==> config.mk <==
export PLATFORM = sky130hd
export DESIGN_NAME = uart_rx_fifo
export DESIGN_NICKNAME = d
export VERILOG_FILES = /design/src/rtl/uart_rx_fifo.sv
export SDC_FILE = /design/constraint.sdc
export NUM_CORES = 1
export LEC_CHECK = 0
export CAP_MARGIN = 20
export CORE_AREA = 8 8 126 70
export CTS_BUF_LIST = sky130_fd_sc_hd__clkbuf_8
export DETAILED_ROUTE_END_ITERATION = 10
export DIE_AREA = 0 0 134 78
export PLACE_DENSITY = 0.77
export SLEW_MARGIN = 20
export SYNTH_ARGS = -nofsm -noshare
export SYNTH_HDL_FRONTEND = slang
export SYNTH_SLANG_ARGS = --single-unit
==> constraint.sdc <==
create_clock -name i_Clock -period 2.6 [get_ports i_Clock]
set_input_delay 0.52 -clock i_Clock [delete_from_list [all_inputs] [get_ports i_Clock]]
set_output_delay 0.52 -clock i_Clock [all_outputs]
set_load 0.02 [all_outputs]
==> src/rtl/uart_rx_fifo.sv <==
// uart_rx_fifo
// Buffered UART receiver (8 data bits, LSB first, 1 stop bit). Optional even
// parity bit between D7 and stop when UART_RX_PARITY_EN is defined.
// Good bytes are queued in a small FIFO that the host drains.
//
// Ports:
//   i_Clock      system clock, all state on its rising edge
//   i_Rst_L      asynchronous active-low reset
//   i_RX_Serial  raw serial line (idle high)
//   i_RX_Ready   host accepts the head byte
//   o_RX_DV      FIFO non-empty
//   o_RX_Byte    FIFO head byte, 8'h00 when empty
//   o_Frame_Err  1-cycle pulse: stop bit sampled low
//   o_Overrun    1-cycle pulse: good byte dropped, FIFO full
//   o_Parity_Err 1-cycle pulse: parity mismatch (0 without UART_RX_PARITY_EN)
//   o_RX_Busy    receiver FSM not idle
//
// Host handshake: a byte transfers on every rising edge where o_RX_DV and
// i_RX_Ready are both high; o_RX_DV/o_RX_Byte then present the next entry
// after that same edge, so i_RX_Ready may stay high continuously.
module uart_rx_fifo #(
    parameter int CLKS_PER_BIT = 217,
    parameter int FIFO_DEPTH   = 4
) (
    input  logic       i_Clock,
    input  logic       i_Rst_L,
    input  logic       i_RX_Serial,
    input  logic       i_RX_Ready,
    output logic       o_RX_DV,
    output logic [7:0] o_RX_Byte,
    output logic       o_Frame_Err,
    output logic       o_Overrun,
    output logic       o_Parity_Err,
    output logic       o_RX_Busy
);
    localparam int CW   = $clog2(CLKS_PER_BIT + 1);
    localparam int HALF = (CLKS_PER_BIT - 1) / 2;
    localparam int AW   = $clog2(FIFO_DEPTH);
    localparam int NW   = AW + 1;
    localparam logic [CW-1:0] BIT_LAST  = CW'(CLKS_PER_BIT - 1);
    localparam logic [CW-1:0] HALF_LAST = CW'(HALF - 1);

    typedef enum logic [2:0] {
        S_IDLE, S_START, S_DATA, S_PARITY, S_STOP, S_BREAK
    } state_e;

    // Two-flop synchronizer, reset to the idle (high) line level.
    logic sync1_q, rx_s_q;
    always_ff @(posedge i_Clock or negedge i_Rst_L) begin
        if (!i_Rst_L) begin
            sync1_q <= 1'b1;
            rx_s_q  <= 1'b1;
        end else begin
            sync1_q <= i_RX_Serial;
            rx_s_q  <= sync1_q;
        end
    end

    // Receive FSM. Results of the stop-bit sample are registered (push_q,
    // *_pend_q) and acted on one edge later by the FIFO/output stage.
    state_e        state_q;
    logic [CW-1:0] clk_cnt_q;
    logic [2:0]    bit_cnt_q;
    logic [7:0]    shift_q;
    logic          push_q;
    logic [7:0]    push_byte_q;
    logic          frame_pend_q;
`ifdef UART_RX_PARITY_EN
    logic          parity_bad_q;
    logic          parity_pend_q;
`endif

    always_ff @(posedge i_Clock or negedge i_Rst_L) begin
        if (!i_Rst_L) begin
            state_q       <= S_IDLE;
            clk_cnt_q     <= '0;
            bit_cnt_q     <= '0;
            shift_q       <= '0;
            push_q        <= 1'b0;
            push_byte_q   <= '0;
            frame_pend_q  <= 1'b0;
`ifdef UART_RX_PARITY_EN
            parity_bad_q  <= 1'b0;
            parity_pend_q <= 1'b0;
`endif
        end else begin
            push_q        <= 1'b0;
            frame_pend_q  <= 1'b0;
`ifdef UART_RX_PARITY_EN
            parity_pend_q <= 1'b0;
`endif
            case (state_q)
                S_IDLE: begin
                    clk_cnt_q <= '0;
                    bit_cnt_q <= '0;
                    if (!rx_s_q) state_q <= S_START;
                end
                S_START: begin
                    // Resample near mid start bit; a high line means a glitch.
                    if (clk_cnt_q == HALF_LAST) begin
                        clk_cnt_q <= '0;
                        state_q   <= rx_s_q ? S_IDLE : S_DATA;
                    end else begin
                        clk_cnt_q <= clk_cnt_q + 1'b1;
                    end
                end
                S_DATA: begin
                    if (clk_cnt_q == BIT_LAST) begin
                        clk_cnt_q <= '0;
                        shift_q   <= {rx_s_q, shift_q[7:1]};
                        bit_cnt_q <= bit_cnt_q + 1'b1;
                        if (bit_cnt_q == 3'd7) begin
`ifdef UART_RX_PARITY_EN
                            state_q <= S_PARITY;
`else
                            state_q <= S_STOP;
`endif
                        end
                    end else begin
                        clk_cnt_q <= clk_cnt_q + 1'b1;
                    end
                end
`ifdef UART_RX_PARITY_EN
                S_PARITY: begin
                    if (clk_cnt_q == BIT_LAST) begin
                        clk_cnt_q    <= '0;
                        // Even parity: the received bit must equal XOR of data.
                        parity_bad_q <= (rx_s_q != ^shift_q);
                        state_q      <= S_STOP;
                    end else begin
                        clk_cnt_q <= clk_cnt_q + 1'b1;
                    end
                end
`endif
                S_STOP: begin
                    if (clk_cnt_q == BIT_LAST) begin
                        clk_cnt_q <= '0;
                        if (!rx_s_q) begin
                            frame_pend_q <= 1'b1;
                            state_q      <= S_BREAK;
                        end
`ifdef UART_RX_PARITY_EN
                        else if (parity_bad_q) begin
                            parity_pend_q <= 1'b1;
                            state_q       <= S_IDLE;
                        end
`endif
                        else begin
                            push_q      <= 1'b1;
                            push_byte_q <= shift_q;
                            state_q     <= S_IDLE;
                        end
                    end else begin
                        clk_cnt_q <= clk_cnt_q + 1'b1;
                    end
                end
                S_BREAK: begin
                    if (rx_s_q) state_q <= S_IDLE;
                end
                default: state_q <= S_IDLE;
            endcase
        end
    end

    // FIFO
    logic [AW-1:0] wr_ptr_q, wr_ptr_d, rd_ptr_q, rd_ptr_d;
    logic [NW-1:0] count_q, count_d;
    logic [7:0]    mem_q [FIFO_DEPTH];
    logic          rx_dv_q, fifo_full, pop, push_ok;
    logic [7:0]    head_d;

    always_comb begin
        fifo_full = (count_q == NW'(FIFO_DEPTH));
        pop       = rx_dv_q && i_RX_Ready;
        // A simultaneous pop frees the slot, so a full FIFO still accepts.
        push_ok   = push_q && (!fifo_full || pop);
        wr_ptr_d  = wr_ptr_q;
        rd_ptr_d  = rd_ptr_q;
        count_d   = count_q;
        if (push_ok) wr_ptr_d = wr_ptr_q + 1'b1;
        if (pop)     rd_ptr_d = rd_ptr_q + 1'b1;
        case ({push_ok, pop})
            2'b10:   count_d = count_q + 1'b1;
            2'b01:   count_d = count_q - 1'b1;
            default: count_d = count_q;
        endcase
        // Next head: the byte being written this edge if it lands at the new
        // read slot, otherwise what is already stored there.
        if (count_d == '0)
            head_d = 8'h00;
        else if (push_ok && (rd_ptr_d == wr_ptr_q))
            head_d = push_byte_q;
        else
            head_d = mem_q[rd_ptr_d];
    end

    always_ff @(posedge i_Clock) begin
        if (push_ok) mem_q[wr_ptr_q] <= push_byte_q;
    end

    logic [7:0] rx_byte_q;
    logic       frame_err_q, overrun_q;
`ifdef UART_RX_PARITY_EN
    logic       parity_err_q;
`endif

    always_ff @(posedge i_Clock or negedge i_Rst_L) begin
        if (!i_Rst_L) begin
            wr_ptr_q     <= '0;
            rd_ptr_q     <= '0;
            count_q      <= '0;
            rx_dv_q      <= 1'b0;
            rx_byte_q    <= 8'h00;
            frame_err_q  <= 1'b0;
            overrun_q    <= 1'b0;
`ifdef UART_RX_PARITY_EN
            parity_err_q <= 1'b0;
`endif
        end else begin
            wr_ptr_q     <= wr_ptr_d;
            rd_ptr_q     <= rd_ptr_d;
            count_q      <= count_d;
            rx_dv_q      <= (count_d != '0);
            rx_byte_q    <= head_d;
            frame_err_q  <= frame_pend_q;
            overrun_q    <= push_q && fifo_full && !pop;
`ifdef UART_RX_PARITY_EN
            parity_err_q <= parity_pend_q;
`endif
        end
    end

    assign o_RX_DV     = rx_dv_q;
    assign o_RX_Byte   = rx_byte_q;
    assign o_Frame_Err = frame_err_q;
    assign o_Overrun   = overrun_q;
    assign o_RX_Busy   = (state_q != S_IDLE);
`ifdef UART_RX_PARITY_EN
    assign o_Parity_Err = parity_err_q;
`else
    assign o_Parity_Err = 1'b0;
`endif

endmodule

Word level (Yosys, flattened, before mapping)
Memory sizes are Yosys's and may differ from the RTL's.
Cells that the tools add are included.
{"block": "word_totals", "regBits": 52, "ramBits": 32, "output_inout_bits": 13, "wordCells": 85, "n_memories": 1}
{"block": "classes", "add_sub_neg": 6, "eq_ne": 17, "muxes": 26, "reduce_logical": 19}
{"memory": "mem_q", "depth": 4, "width": 8, "read_ports": 1, "rd_clocked_by_memory_dff": 0, "write_ports": 1, "line_no": "168", "rtl": "logic [7:0] mem_q [FIFO_DEPTH];"}
{"op": "2-to-1 mux 8 bit", "n": 4}
{"op": "2-to-1 mux 3 bit", "n": 8}
{"op": "one-hot mux 8 bit (3 select lines)", "n": 1}
{"op": "one-hot mux 3 bit (5 select lines)", "n": 1}
{"op": "equality test 3 bit (second input constant)", "n": 4}
{"op": "!= test 2 bit (second input constant)", "n": 6}
{"op": "one-hot mux 3 bit (2 select lines)", "n": 2}
{"op": "nonzero test 3 bit", "n": 3}
{"op": "adder 8 x 1 -> 8 bit (second input constant)", "n": 1}
{"op": "equality test 8 x 7 -> 1 bit (second input constant)", "n": 1}
{"op": "equality test 8 bit (second input constant)", "n": 1}
{"op": "2-to-1 mux 1 bit", "n": 8}
{"op": "adder 3 x 1 -> 3 bit (second input constant)", "n": 2}
{"op": "logical NOT 3 bit", "n": 2}
{"op": "AND reduction 6 bit", "n": 1}
{"op": "logical AND 1 bit", "n": 5}
{"op": "adder 2 x 1 -> 2 bit (second input constant)", "n": 2}
{"op": "2-to-1 mux 2 bit", "n": 2}
{"op": "AND reduction 2 bit", "n": 2}
{"op": "equality test 3 x 1 -> 1 bit (second input constant)", "n": 1}
{"op": "equality test 3 x 2 -> 1 bit (second input constant)", "n": 1}
{"op": "AND reduction 3 bit", "n": 1}
{"op": "subtractor 3 x 1 -> 3 bit (second input constant)", "n": 1}
{"op": "equality test 2 x 1 -> 1 bit (second input constant)", "n": 1}
{"op": "6 further kinds", "n": 7}

Longest topological paths before layout
{"block": "depth", "ltp_word": 8, "depth_mapped": 10, "mapped_depth_nobuf": 9}

Least setup slack after synthesis
OpenSTA, ideal clock, no wires.
{"block": "synth_path", "path_type": "register to register", "startpoint": "reg rx_dv_q (netlist: o_RX_DV)", "endpoint": "reg rx_byte_q[6] (netlist: o_RX_Byte[6])", "setup_ns": 0.077, "arrival_time_ns": 2.301, "slack_ns": 0.221, "stages_incl_launch_ff": 11, "path_buffers": 1, "path_cell_list": "dfrtp_1 > nand2_2 > nor2_1 > inv_1 > fa_1 > a21boi_0 > a22oi_1 > o32ai_1 > a31o_2 > buf_6 > a21oi_1"}
{"block": "synth_between", "elab_chain_cells": 7, "word_cells_on_any_way": 13, "cone_classes": "3 x eq/ne; 4 x mux; 5 x reduce/logical; 1 x memory"}
{"element": "start, declared", "line_no": "169", "rtl": "logic rx_dv_q, fifo_full, pop, push_ok;"}
{"element": "start signal, assigned", "line_no": "223", "rtl": "rx_dv_q <= (count_d != '0);"}
{"element": "logical AND 1 bit *", "line_no": "174", "rtl": "pop = rx_dv_q && i_RX_Ready;"}
{"element": "logical OR 1 bit", "line_no": "176", "rtl": "push_ok = push_q && (!fifo_full || pop);"}
{"element": "logical AND 1 bit", "line_no": "176"}
{"element": "equality test 2 x 1 -> 1 bit or equality test 2 bit (tied branches)", "line_no": "182", "rtl": "case ({push_ok, pop})"}
{"element": "one-hot mux 3 bit (2 select lines)", "line_no": "182"}
{"element": "logical NOT 3 bit", "line_no": "189", "rtl": "if (count_d == '0)"}
{"element": "2-to-1 mux 8 bit *", "line_no": "189"}
{"element": "named net head_d[6]", "line_no": "170", "rtl": "logic [7:0] head_d;"}
{"element": "end signal, assigned", "line_no": "213", "rtl": "rx_byte_q <= 8'h00;"}
{"element": "end signal, assigned", "line_no": "224", "rtl": "rx_byte_q <= head_d;"}
{"element": "end, declared", "line_no": "201", "rtl": "logic [7:0] rx_byte_q;"}
Mark *: on every way through the listed nets, which the timed path passes. The rest lies on a longest branch.
A chain may end at the register's enable or synchronous reset.

Final worst setup path
{"block": "layout_path", "startpoint": "reg state_q[2]", "endpoint": "out o_RX_Busy"}
{"block": "layout_between", "elab_chain_cells": 1}
{"element": "start, declared", "line_no": "61", "rtl": "state_e state_q;"}
{"element": "start signal, assigned", "line_no": "102", "rtl": "state_q <= rx_s_q ? S_IDLE : S_DATA;"}
{"element": "nonzero test 3 bit", "line_no": "237", "rtl": "assign o_RX_Busy = (state_q != S_IDLE);"}
{"element": "end, declared", "line_no": "34", "rtl": "output logic o_RX_Busy"}
Every way passes these cells.

==> results.txt <==
Post-synth net total: 343
Area grow syn2layout: 10.5%
Synth top area cells: dfrtp_1 (31%), edfxtp_1 (24%), mux2_2 (4.7%)
Synth top area share: 0.308
Row Count: 22
Outcome: complete, no violations
CTS tree: done
Die H: 78 µm
Clock buffer depth: 2
Critical path data required time: 2080 ps
CP endpoint kind: primary output
Sw Ratio: 0.209
Synth unique cells: 67
Average size of a mapped cell: 12.3 µm²
Leakage: 1.88 nW
Synthesized area: 4060 µm²
Num CTS Buffers: 9
Hold buffer count at CTS: 0
CTS sink count: 84
P_sw: 0.478 mW
Worst EP arrival: 1920 ps
Max VDD drop: 0.339 mV
# diodes: 0
Logic gate share of total power: 0.011
Area leader, netlist: dfrtp_1
DRC Markers: 0
#FFs+latches synth: 84
Main synth FF type: dfrtp_1
Clock Pin Slew Worst Setup and Hold Paths: 80 ps
Core area: 7020 µm²
Number of synthesized flops with an enable pin: 32
Global-route wire length before repair: 12,300 µm
RR Endpoint: o_RX_Byte[6]
Vias in the first global route: 2,341
Filler cell count: 545
I/O pins: 17
Mapped Cells: 330
Clock Power Share: 0.392
Drt pass-1 iters: 5
Crit Path Class: reg2out
Initial Util: 0.578
RSZ-0062 raised after global routing: no
Top achievable clock speed: 409 MHz
Final setup margin: 156 ps
Critical path startpoint category: flop
Fin crit share: 0.940
Hold crit path type: in2async
Detailed placer's ending HPWL: 5290 µm
Worst Tran Pin Value: 641 ps
Seq/Total Area, Yosys: 0.558
IO Port Bufs: 15
MaxCap Viol Count: 0
Final Cell Area: 4480 µm²
Via-per-instance ratio: 5.74
Via count: 2,595
Synth warnings: 0
Total power: 2.29 mW
Setup Skew: 10.2 ps
Initial antenna violation count: 0
Clock root buffer: clkbuf_8
Routability cong.: 0.876
Final WL: 7500 µm
Worst R2R Start: o_RX_DV
Htree depth: 3
Net count, final: 364
Total GRT Usage: 0.154
Die area: 10,500 µm²
TNS Setup: 0 ps
Final Util: 0.639
Setup violators final: 0
Critical path peak fanout: 12
Power per cell area: 511 nW/µm²
Max-slew headroom: 0.573
Register-to-register setup slack: 300 ps
Dpl ws: -156 ps
Final-report hold violation count: 0
Post-CTS Setup Bufs: 0
Avg WL per Cell: 16.6 µm
Post-CTS sizing: 0
Die Wd: 134 µm
Final global-route overflow total: 0
Int Pwr: 1.81 mW
Sequential Power Share: 0.598
Min Tclk post-route: 2440 ps
Remaining antenna violation count: 0
First-iteration detailed-routing DRC count: 195
Async set-reset flop share out of synthesis: 0.619
Post-Place Cell Area: 4290 µm²
Layout cell share with drive strength beyond 1: 0.205
Worst-skew pair later-pin latency: 360 ps
Worst R2R Path Depth: 9
Largest net degree at the start of global routing: 53
Max-slew violation count: 0
## per-layer routing
layer,GRT usage,vias to the layer above,routed length [µm]
met1,0.228,1257,3720
met2,0.195,97,2940
li1,-,1232,-
met4,0.0501,0,99
met3,0.0662,9,736
met5,0,-,0
## cell usage in the layout (no fill, tap or decap), types with 2 or more instances in the layout
cell type        count
nand3_1              6
buf_4               10
dfstp_2              2
o211ai_1             2
buf_12               2
nand2_1             24
mux2i_1              8
a31oi_1              3
ha_1                 8
o41ai_1              2
a21oi_1             11
edfxtp_1            32
clkdlybuf4s50_1     14
o21ai_0             10
and3_1               3
a21oi_2              7
inv_1               13
and2_1               5
mux2_2              17
o31ai_1              2
mux4_2               7
clkinv_2             2
nand3b_1             2
o21a_1               4
nand2b_1             3
xnor2_1              5
a21boi_0             3
or3_1                2
clkinvlp_4           2
clkbuf_8             9
dfrtp_1             50
a211o_1              8
nor2_1              41
## cell type report
type,count,area [µm²],area share
Timing Repair Buffer,27,260,0.0580
Multi-Input combinational cell,216,1600,0.357
Inverter,13,48.8,0.0109
Sequential cell,84,2260,0.505
Clock inverter,7,67.6,0.0151
Tap cell,96,120,0.0268
Clock buffer,9,124,0.0276
## state kept, by name (all words and copies together) (netlist names), 2 cells and up
| name | count |
|---|---|
| count_q | 3 |
| state_q | 3 |
| o_RX_Byte | 8 |
| clk_cnt_q | 8 |
| bit_cnt_q | 3 |
| push_byte_q | 8 |
| rd_ptr_q | 2 |
| wr_ptr_q | 2 |
| mem_q | 32 |
| shift_q | 8 |
## worst max-delay path: stages (launching register included)
cell and delay, ps:
dfrtp_1 510, or3_1 480, clkdlybuf4s50_1 570
## power groups by stage
stage               Clock [mW]  Combinational [mW]  Sequential [mW]
detailed placement           0              0.0256             1.40
global placement             0              0.0251             1.40
CTS                      0.932              0.0257             1.37
finish                   0.897              0.0242             1.37
floorplan                    0             0.00312             1.40
global route             0.980              0.0288             1.37
## synthesized netlist by cell type (all sizes together), types with 2 or more instances
cell type,number
a211o,8
a21boi,3
a21oi,18
a31oi,4
and2,7
and3,3
buf,10
clkbuf,7
dfrtp,50
dfstp,2
edfxtp,32
ha,8
inv,12
mux2,17
mux2i,8
mux4,7
nand2,25
nand2b,3
nand3,6
nand3b,2
nor2,41
nor3,2
o211ai,2
o21a,4
o21ai,11
o31ai,2
o41ai,2
or3,4
xnor2,5
## per-stage QoR
step	instances	hold WS, ps
3_3_place_gp	436	335
6_report	452	267
3_5_place_dp	436	336
2_1_floorplan	330	224
5_1_grt	452	309
4_1_cts	452	267
## kinds of logic (layout without fill, tap and decap cells)
kind of cell / Yosys count / after routing / share of synthesized area
compound gates: 67 / 67 / 0.124
other cells: 1 / 1 / 0.000924
flops: 84 / 84 / 0.558
buf+inv: 30 / 56 / 0.0481
fa+ha+maj: 9 / 9 / 0.0296
xor+xnor: 6 / 6 / 0.0129
mux: 32 / 32 / 0.106
simple gates: 101 / 101 / 0.121
## how the worst max path moves through the flow
| stage | depth (start not counted) | to | slack (ps) | startpoint |
|---|---|---|---|---|
| detailed placement | 10 | o_RX_Byte[6] | -160 | i_RX_Ready |
| global route | 2 | o_RX_Busy | 60 | state_q[2] |
| finish | 2 | o_RX_Busy | 160 | state_q[2] |
| floorplan | 10 | o_RX_Byte[6] | 220 | o_RX_DV |
| global placement | 10 | o_RX_Byte[6] | -30 | i_RX_Ready |
| CTS | 2 | o_RX_Busy | 130 | state_q[2] |
Note: power is estimated with default switching activity, not from simulation.
